**config.mk**
```make
export PLATFORM = sky130hd
export DESIGN_NAME = fetch_unit_flat
export DESIGN_NICKNAME = d
export VERILOG_FILES = /design/src/rtl/fetch_unit_if.sv /design/src/rtl/fetch_unit.sv /design/src/flat_wrapper.sv
export SDC_FILE = /design/constraint.sdc
export NUM_CORES = 1
export LEC_CHECK = 0
export ABC_AREA = 1
export BUFFER_PORTS_ARGS = -buffer_cell sky130_fd_sc_hd__buf_2
export CAP_MARGIN = 20
export CORE_ASPECT_RATIO = 0.8
export CORE_UTILIZATION = 55
export DETAILED_ROUTE_END_ITERATION = 7
export GPL_TIMING_DRIVEN = 0
export PLACE_DENSITY = 0.83
export SLEW_MARGIN = 20
export SYNTH_ARGS = -nofsm -noshare
export SYNTH_HDL_FRONTEND = slang
export SYNTH_SLANG_ARGS = --single-unit
```
**constraint.sdc**
```tcl
create_clock -name clk -period 4.7 [get_ports clk]
set_input_delay 0.47 -clock clk [delete_from_list [all_inputs] [get_ports clk]]
set_output_delay 0.47 -clock clk [all_outputs]
set_load 0.02 [all_outputs]
```
**src/rtl/fetch_unit_if.sv**
```systemverilog
// Instruction-memory fetch bus between the fetch stage and instruction memory.
//   imem_req    : fetch request (master -> slave)
//   imem_addr   : word-aligned fetch byte address (master -> slave)
//   imem_gnt    : request accepted this cycle (slave -> master)
//   imem_rvalid : read data valid, one per granted request, in order (slave -> master)
//   imem_rdata  : returned instruction word (slave -> master)
interface fetch_unit_if;
  logic        imem_req;
  logic [31:0] imem_addr;
  logic        imem_gnt;
  logic        imem_rvalid;
  logic [31:0] imem_rdata;

  modport master (
    output imem_req,
    output imem_addr,
    input  imem_gnt,
    input  imem_rvalid,
    input  imem_rdata
  );

  modport slave (
    input  imem_req,
    input  imem_addr,
    output imem_gnt,
    output imem_rvalid,
    output imem_rdata
  );
endinterface

```
**src/rtl/fetch_unit.sv**
```systemverilog
// Instruction fetch stage. Owns the PC, issues one word fetch at a time over
// the req/gnt + rvalid bus, and registers the returned word into IR for decode.
// Execute can redirect the PC at any time; fetches already in flight for the
// old path are squashed. Misaligned redirect targets and memory response
// timeouts halt the stage until reset.
// Ports:
//   clk, rst          : clock, synchronous active-high reset
//   imem              : instruction-memory bus (master side)
//   ir, ir_pc         : registered instruction and its PC
//   ir_valid/ir_ready : handshake to decode
//   redirect_valid    : one-cycle redirect strobe, redirect_target is the new PC
//   halted            : stage stopped on an error
//   misalign_err      : sticky, redirect target not word aligned
//   timeout_err       : sticky, no response within TIMEOUT cycles
module fetch_unit #(
  parameter logic [31:0] RESET_PC = 32'h0000_0000,
  parameter int          TIMEOUT  = 16
) (
  input  logic         clk,
  input  logic         rst,
  fetch_unit_if.master imem,
  output logic [31:0]  ir,
  output logic [31:0]  ir_pc,
  output logic         ir_valid,
  input  logic         ir_ready,
  input  logic         redirect_valid,
  input  logic [31:0]  redirect_target,
  output logic         halted,
  output logic         misalign_err,
  output logic         timeout_err
);

  localparam logic [31:0] NOP       = 32'h0000_0013;
  localparam logic [7:0]  TCNT_LAST = 8'(TIMEOUT - 1);

  typedef enum logic [1:0] {S_REQ, S_WAIT, S_HOLD, S_HALT} state_e;

  state_e      state_q, state_d;
  logic [31:0] pc_q, pc_d;
  logic [31:0] ir_q, ir_d;
  logic [31:0] ir_pc_q, ir_pc_d;
  logic        drop_q, drop_d;
  logic [7:0]  tcnt_q, tcnt_d, tcnt_inc;
  logic        mis_q, mis_d;
  logic        to_q, to_d;
  logic        redir_ok, redir_bad;

  assign redir_ok  = redirect_valid && (redirect_target[1:0] == 2'b00);
  assign redir_bad = redirect_valid && (redirect_target[1:0] != 2'b00);
  // Saturate so repeated redirects in WAIT cannot wrap the counter past the limit.
  assign tcnt_inc  = (tcnt_q == 8'hFF) ? tcnt_q : tcnt_q + 8'd1;

  always_comb begin
    state_d = state_q;
    pc_d    = pc_q;
    ir_d    = ir_q;
    ir_pc_d = ir_pc_q;
    drop_d  = drop_q;
    tcnt_d  = tcnt_q;
    mis_d   = mis_q;
    to_d    = to_q;
    case (state_q)
      S_REQ: begin
        if (redir_bad) begin
          mis_d   = 1'b1;
          state_d = S_HALT;
        end else if (redir_ok) begin
          pc_d = redirect_target;
          // A granted old-address request is already in flight: drop its response.
          if (imem.imem_gnt) begin
            state_d = S_WAIT;
            drop_d  = 1'b1;
            tcnt_d  = 8'd0;
          end
        end else if (imem.imem_gnt) begin
          state_d = S_WAIT;
          drop_d  = 1'b0;
          tcnt_d  = 8'd0;
        end
      end
      S_WAIT: begin
        if (redir_bad) begin
          mis_d   = 1'b1;
          state_d = S_HALT;
        end else if (redir_ok) begin
          pc_d = redirect_target;
          if (imem.imem_rvalid) begin
            drop_d  = 1'b0;
            state_d = S_REQ;
          end else begin
            drop_d = 1'b1;
            tcnt_d = tcnt_inc;
          end
        end else if (imem.imem_rvalid) begin
          if (drop_q) begin
            drop_d  = 1'b0;
            state_d = S_REQ;
          end else begin
            ir_d    = imem.imem_rdata;
            ir_pc_d = pc_q;
            pc_d    = pc_q + 32'd4;
            state_d = S_HOLD;
          end
        end else if (tcnt_q >= TCNT_LAST) begin
          to_d    = 1'b1;
          state_d = S_HALT;
        end else begin
          tcnt_d = tcnt_inc;
        end
      end
      S_HOLD: begin
        if (redir_bad) begin
          mis_d   = 1'b1;
          state_d = S_HALT;
        end else if (redir_ok) begin
          pc_d    = redirect_target;
          state_d = S_REQ;
        end else if (ir_ready) begin
          state_d = S_REQ;
        end
      end
      S_HALT: begin
        if (redir_bad) begin
          mis_d = 1'b1;
        end
      end
      default: ;
    endcase
  end

  always_ff @(posedge clk) begin
    if (rst) begin
      state_q <= S_REQ;
      pc_q    <= RESET_PC;
      ir_q    <= NOP;
      ir_pc_q <= 32'd0;
      drop_q  <= 1'b0;
      tcnt_q  <= 8'd0;
      mis_q   <= 1'b0;
      to_q    <= 1'b0;
    end else begin
      state_q <= state_d;
      pc_q    <= pc_d;
      ir_q    <= ir_d;
      ir_pc_q <= ir_pc_d;
      drop_q  <= drop_d;
      tcnt_q  <= tcnt_d;
      mis_q   <= mis_d;
      to_q    <= to_d;
    end
  end

  assign imem.imem_req  = (state_q == S_REQ);
  assign imem.imem_addr = pc_q;
  assign ir             = ir_q;
  assign ir_pc          = ir_pc_q;
  assign ir_valid       = (state_q == S_HOLD);
  assign halted         = (state_q == S_HALT);
  assign misalign_err   = mis_q;
  assign timeout_err    = to_q;

endmodule

```
**src/flat_wrapper.sv**
```systemverilog
// flat-port wrapper written by rule: the top's interface ports become plain ports
module fetch_unit_flat 
#(
  parameter logic [31:0] RESET_PC = 32'h0000_0000,
  parameter int          TIMEOUT  = 16
)
  (clk, rst, ir, ir_pc, ir_valid, ir_ready, redirect_valid, redirect_target, halted, misalign_err, timeout_err, imem_imem_req, imem_imem_addr, imem_imem_gnt, imem_imem_rvalid, imem_imem_rdata);
  fetch_unit_if imem_i ();
  input  logic clk;
  input  logic rst;
  output logic [31:0] ir;
  output logic [31:0] ir_pc;
  output logic ir_valid;
  input  logic ir_ready;
  input  logic redirect_valid;
  input  logic [31:0] redirect_target;
  output logic halted;
  output logic misalign_err;
  output logic timeout_err;
  output wire logic [$bits(imem_i.imem_req)-1:0] imem_imem_req;
  output wire logic [$bits(imem_i.imem_addr)-1:0] imem_imem_addr;
  input wire logic [$bits(imem_i.imem_gnt)-1:0] imem_imem_gnt;
  input wire logic [$bits(imem_i.imem_rvalid)-1:0] imem_imem_rvalid;
  input wire logic [$bits(imem_i.imem_rdata)-1:0] imem_imem_rdata;
  assign imem_imem_req = imem_i.imem_req;
  assign imem_imem_addr = imem_i.imem_addr;
  assign imem_i.imem_gnt = imem_imem_gnt;
  assign imem_i.imem_rvalid = imem_imem_rvalid;
  assign imem_i.imem_rdata = imem_imem_rdata;
  fetch_unit #(.RESET_PC(RESET_PC), .TIMEOUT(TIMEOUT)) u_core (.clk(clk), .rst(rst), .imem(imem_i), .ir(ir), .ir_pc(ir_pc), .ir_valid(ir_valid), .ir_ready(ir_ready), .redirect_valid(redirect_valid), .redirect_target(redirect_target), .halted(halted), .misalign_err(misalign_err), .timeout_err(timeout_err));
endmodule
```
Word-level counts from Yosys, hierarchy flattened
Cells that the tools add are included.
- bits in registers: 109
- output and inout bits: 101
- bits of input ports: 70
- word-level logic and storage cells: 88
- mux-type cells: 39
- order comparisons: 1
- equal/unequal tests: 18
- reductions and logical operators: 16
- bitwise logic cells: 4
- add/subtract/negate cells: 2
- operators with widths (operator ; count):
    $mux 32 ; 6
    $mux 8 ; 8
    $pmux 32 s2 ; 1
    $add 32x3->32 const B ; 1
    $mux 2 ; 11
    $reduce_and 5->1 ; 4
    $pmux 8 s2 ; 1
    $reduce_and 6->1 ; 2
    $mux 1 ; 10
    $add 8x1->8 const B ; 1
    $eq 8x8->1 const B ; 1
    $ge 8x4->1 const B ; 1
    $ne 2x2->1 const B ; 4
    $ne 2x1->1 const B ; 3
    $ne 3x2->1 const B ; 2
    $pmux 2 s3 ; 1
    $reduce_bool 2->1 ; 3
    $eq 2x2->1 const B ; 2
    $logic_not 2->1 ; 2
    $ne 4x1->1 const B ; 1
    $ne 4x2->1 const B ; 1
    $ne 4x4->1 const B ; 1
    $not 1->1 ; 4
    $reduce_or 4->1 ; 1
    7 further kinds ; 8

Longest topological paths before layout
- depth in word-level cells: 7
- mapped depth: 13

Worst setup path after synthesis
Ideal clock, no wire load.
- path kind: reg-to-reg
- start point: reg u_core.state_q[0]
- end point: reg u_core.pc_q[17] (netlist: u_core.imem.imem_addr[17])
- cell stages (with the launch flop): 11
- data arrival time: 1698 ps
- buffers on the path: 2
- data required time: 4568 ps
- period minus slack after synthesis: 1830 ps
- slack: 2870 ps
- path through: dfxtp_1 inv_1 ha_1 nor2_1 nand2_1 inv_2 buf_2 buf_2 nand3_1 nand2_1 a21oi_1
- longest elaborated chain between the ends: 4
- ends and longest elaborated chain (what ; line ; RTL):
    from (decl) ; fetch_unit.sv:38 ; state_e state_q, state_d;
    from (signal assigned) ; fetch_unit.sv:142 ; state_q <= state_d;
    $logic_not 2->1 * ; - ;
    via imem_imem_req ; flat_wrapper.sv:20 ; output wire logic [$bits(imem_i.imem_req)-1:0] imem_imem_req;
    $reduce_or 2->1 (no source line) * ; - ;
    $ne 2x1->1 (no source line), or another cell as far along ; - ;
    $reduce_and 6->1 (no source line) ; - ;
    to (signal assigned) ; fetch_unit.sv:143 ; pc_q <= pc_d;
    to (decl) ; fetch_unit.sv:39 ; logic [31:0] pc_q, pc_d;
The timed path passes the listed nets; every way through them passes the cells marked *.
A chain may end at the register's enable or synchronous reset.

Final worst setup path
- start point: reg u_core.state_q[0]
- end point: reg u_core.pc_q[20] (netlist: u_core.imem.imem_addr[20])
- longest elaborated chain between the ends: 4
- ends and longest elaborated chain (what ; line ; RTL):
    $eq 2x2->1 or $logic_not 2->1 (tied branches) ; fetch_unit.sv:62 ; case (state_q)
    $reduce_or 2->1 (no source line) ; - ;
    $ne 2x1->1 (no source line), or another cell as far along ; - ;
    $reduce_and 6->1 (no source line) ; - ;
Several ways; a longest one is shown, not always the timed one.

==> flow_metrics.env <==
export IMPL_cap_viol_max_count=0
export IMPL_crit_path_end_kind="flip-flop"
export IMPL_grt_pass1_wl_um=26900
export IMPL_routed_wl_um=16700
export IMPL_dr_pass1_iters=5
export IMPL_netlist_area_um2=5400
export IMPL_timing_final_hold_violations=0
export IMPL_fp_dieW_um=113
export IMPL_fin_area_um2=6690
export IMPL_drive_above_1_share=0.229
export IMPL_ant_nets=0
export IMPL_cts_resized_gates=0
export IMPL_core_area_um2=9270
export IMPL_pre_cts_slack_ps=2540
export IMPL_setup_viol=0
export IMPL_cts_inserted_buffers=9
export IMPL_cts_max_path_buffers=2
export IMPL_floorplan_rows=31
export IMPL_status="finished clean"
export IMPL_numPortBuffers=169
export IMPL_r2r_start="u_core.state_q[0]$_SDFFE_PP0P_"
export IMPL_grt_pass1_vias=5433
export IMPL_r2r_setup_slack_ps=2500
export IMPL_hold_depth=3
export IMPL_synth_seq_area_share=0.404
export IMPL_required_ps=4910
export IMPL_power_density_nw_per_um2=572
export IMPL_ioPinCount=171
export IMPL_clk_latency_ps=360
export IMPL_start_util=0.582
export IMPL_fmax_mhz=455
export IMPL_clk_pin_slew_ps=80
export IMPL_period_share=0.468
export IMPL_ff2ff_path_depth=10
export IMPL_cts_sinks=109
export IMPL_die_area_um2=10200
export IMPL_synth_fp_nets=905
export IMPL_netlist_area_leader_share=0.404
export IMPL_tightestPinTransition_ps=673
export IMPL_dp_cells=1112
export IMPL_cts_tree="yes"
export IMPL_antenna_found_initial=0
export IMPL_ys_warn_count=0
export IMPL_n_antenna_cell=0
export IMPL_hold_path_startpoint="imem_imem_rdata[1]"
export IMPL_ys_types=37
export IMPL_num_nets_final=1085
export IMPL_n_fill_cell=848
export IMPL_drtIter0Drc=650
export IMPL_clock_skew_ps=6.77
export IMPL_crit_fanout=10
export IMPL_synth_area_leaders="dfxtp_1, nand2_1, nor2_1"
export IMPL_post_cts_buffers=0
export IMPL_irDropWorstVdd_mv=0.330
export IMPL_synthToLayoutAreaGrowth_pct=23.9
export IMPL_rsz0062_at_grt="false"
export IMPL_yosys_area_top_type="dfxtp_1"
export IMPL_crit_arrival_ps=2410
export IMPL_post_drt_wl_per_cell_um=14.8
export IMPL_layout_common_cells="nand2_1, nor2_1, buf_2"
export IMPL_setup_ws_ps=2500
export IMPL_via_count=6057
export IMPL_syn_inst=828
export IMPL_fin_tns_setup_ps=0
export IMPL_final_common_cell="nand2_1"
export IMPL_hp_class="in2reg"
export IMPL_overflow=0
export IMPL_period_needed_ps=2200
export IMPL_cts_root_buf="clkbuf_16"
export IMPL_start_kind="flip-flop"
export IMPL_die_y_um=90.6
export IMPL_hold_buffers=0
export IMPL_grt_max_degree=21
export IMPL_totalPowerFinal_w=0.00383
export IMPL_fin_cells=1128
export IMPL_holdPathEnd="u_core.ir[1]$_SDFFE_PP1P_"
export IMPL_vias_per_cell=5.37
export IMPL_place_gp_congestion=0.940
export IMPL_post_dp_cell_area_um2=6390
export IMPL_avgSynthCellArea_um2=6.52
export IMPL_slew_viol_final=0
export IMPL_path_class="reg2reg"
export IMPL_htree_num_levels=3
export IMPL_power_leakage_nw=3.17
export IMPL_drc_errors=0
export IMPL_relSlewSlack=0.552
export IMPL_timing_rr_end="u_core.imem.imem_addr[20]$_SDFFE_PP0P_"
export IMPL_hpwl_um=12500
export IMPL_grt_total_usage=0.333
export IMPL_ys_ff_latch=109
-- how the worst max path moves through the flow --
stage                                   startpoint                                      to  slack [ps]  cells past startpoint
CTS                 u_core.state_q[0]$_SDFFE_PP0P_           u_core.ir_pc[10]$_SDFFE_PP0P_        2510                      7
floorplan           u_core.state_q[0]$_SDFFE_PP0P_  u_core.imem.imem_addr[17]$_SDFFE_PP0P_        2870                     10
detailed placement  u_core.state_q[0]$_SDFFE_PP0P_           u_core.ir_pc[10]$_SDFFE_PP0P_        2540                      7
global route        u_core.state_q[0]$_SDFFE_PP0P_  u_core.imem.imem_addr[22]$_SDFFE_PP0P_        2370                     10
finish              u_core.state_q[0]$_SDFFE_PP0P_  u_core.imem.imem_addr[20]$_SDFFE_PP0P_        2500                     10
global placement    u_core.state_q[0]$_SDFFE_PP0P_           u_core.ir_pc[10]$_SDFFE_PP0P_        2570                      7
-- metrics by stage --
step                      hold slack [ps]   util
final                                 323  0.722
after CTS                             320  0.722
after detailed placement              444  0.689
after global placement                435  0.689
after global routing                  336  0.722
after floorplan                       472      -
-- cells in the mapped netlist, drive strengths merged --
cell / n
nand3: 43
nor3: 8
ha: 7
o21a: 1
nor3b: 2
a21oi: 57
mux2i: 1
o21ai: 88
clkbuf: 13
buf: 24
clkinv: 2
o21bai: 2
nand4: 6
o211ai: 1
o22ai: 2
xor2: 3
xnor2: 1
o31ai: 3
nand2: 200
dfxtp: 109
nor2: 198
inv: 57
-- layout make-up --
type,instances,area [µm²],share of cell area
Multi-Input combinational cell,623,2770,0.415
Sequential cell,109,2180,0.326
Timing Repair Buffer,169,846,0.126
Clock buffer,10,239,0.0357
Inverter,59,226,0.0339
Buffer,37,216,0.0324
Tap cell,115,144,0.0215
Clock inverter,6,62.6,0.00935
-- critical path, cell delays in order (launching register included) --
cell	delay [ps]
dfxtp_1	450
inv_1	120
ha_1	280
nor2_1	230
nand2_1	120
inv_2	70
buf_2	200
buf_2	270
nand3_1	180
nand2_1	90
a21oi_1	60
-- metal layers --
metal,part of all wire,GRT usage,up-vias
li1,-,-,3008
met1,0.45,0.468,2716
met2,0.43,0.509,311
met3,0.10,0.0765,22
met4,0.017,0.0922,0
met5,0,0,-
-- where the power goes --
group / leakage (nW) / internal [W] / switching [W]
sequential: 0.888 / 0.00112 / 0.000244
combinational: 2.14 / 0.000556 / 0.00114
clock: 0.148 / 0.000389 / 0.000379
-- cells by family after synthesis --
logic type,synth area share
flip-flops,0.404
buffers and inverters,0.0821
AND/OR/NAND/NOR,0.341
XOR/XNOR,0.00649
AO/OA/AOI/OAI,0.148
multiplexers,0.00185
adder cells (fa/ha/maj),0.0162
-- state kept, by name, indices dropped and copies added (netlist names) --
signal,cells
u_core.imem.imem_addr,32
u_core.ir,32
u_core.ir_pc,32
u_core.tcnt_q,8
u_core.state_q,2
u_core.drop_q,1
u_core.misalign_err,1
u_core.timeout_err,1
Power figures use the tool's default switching activity.
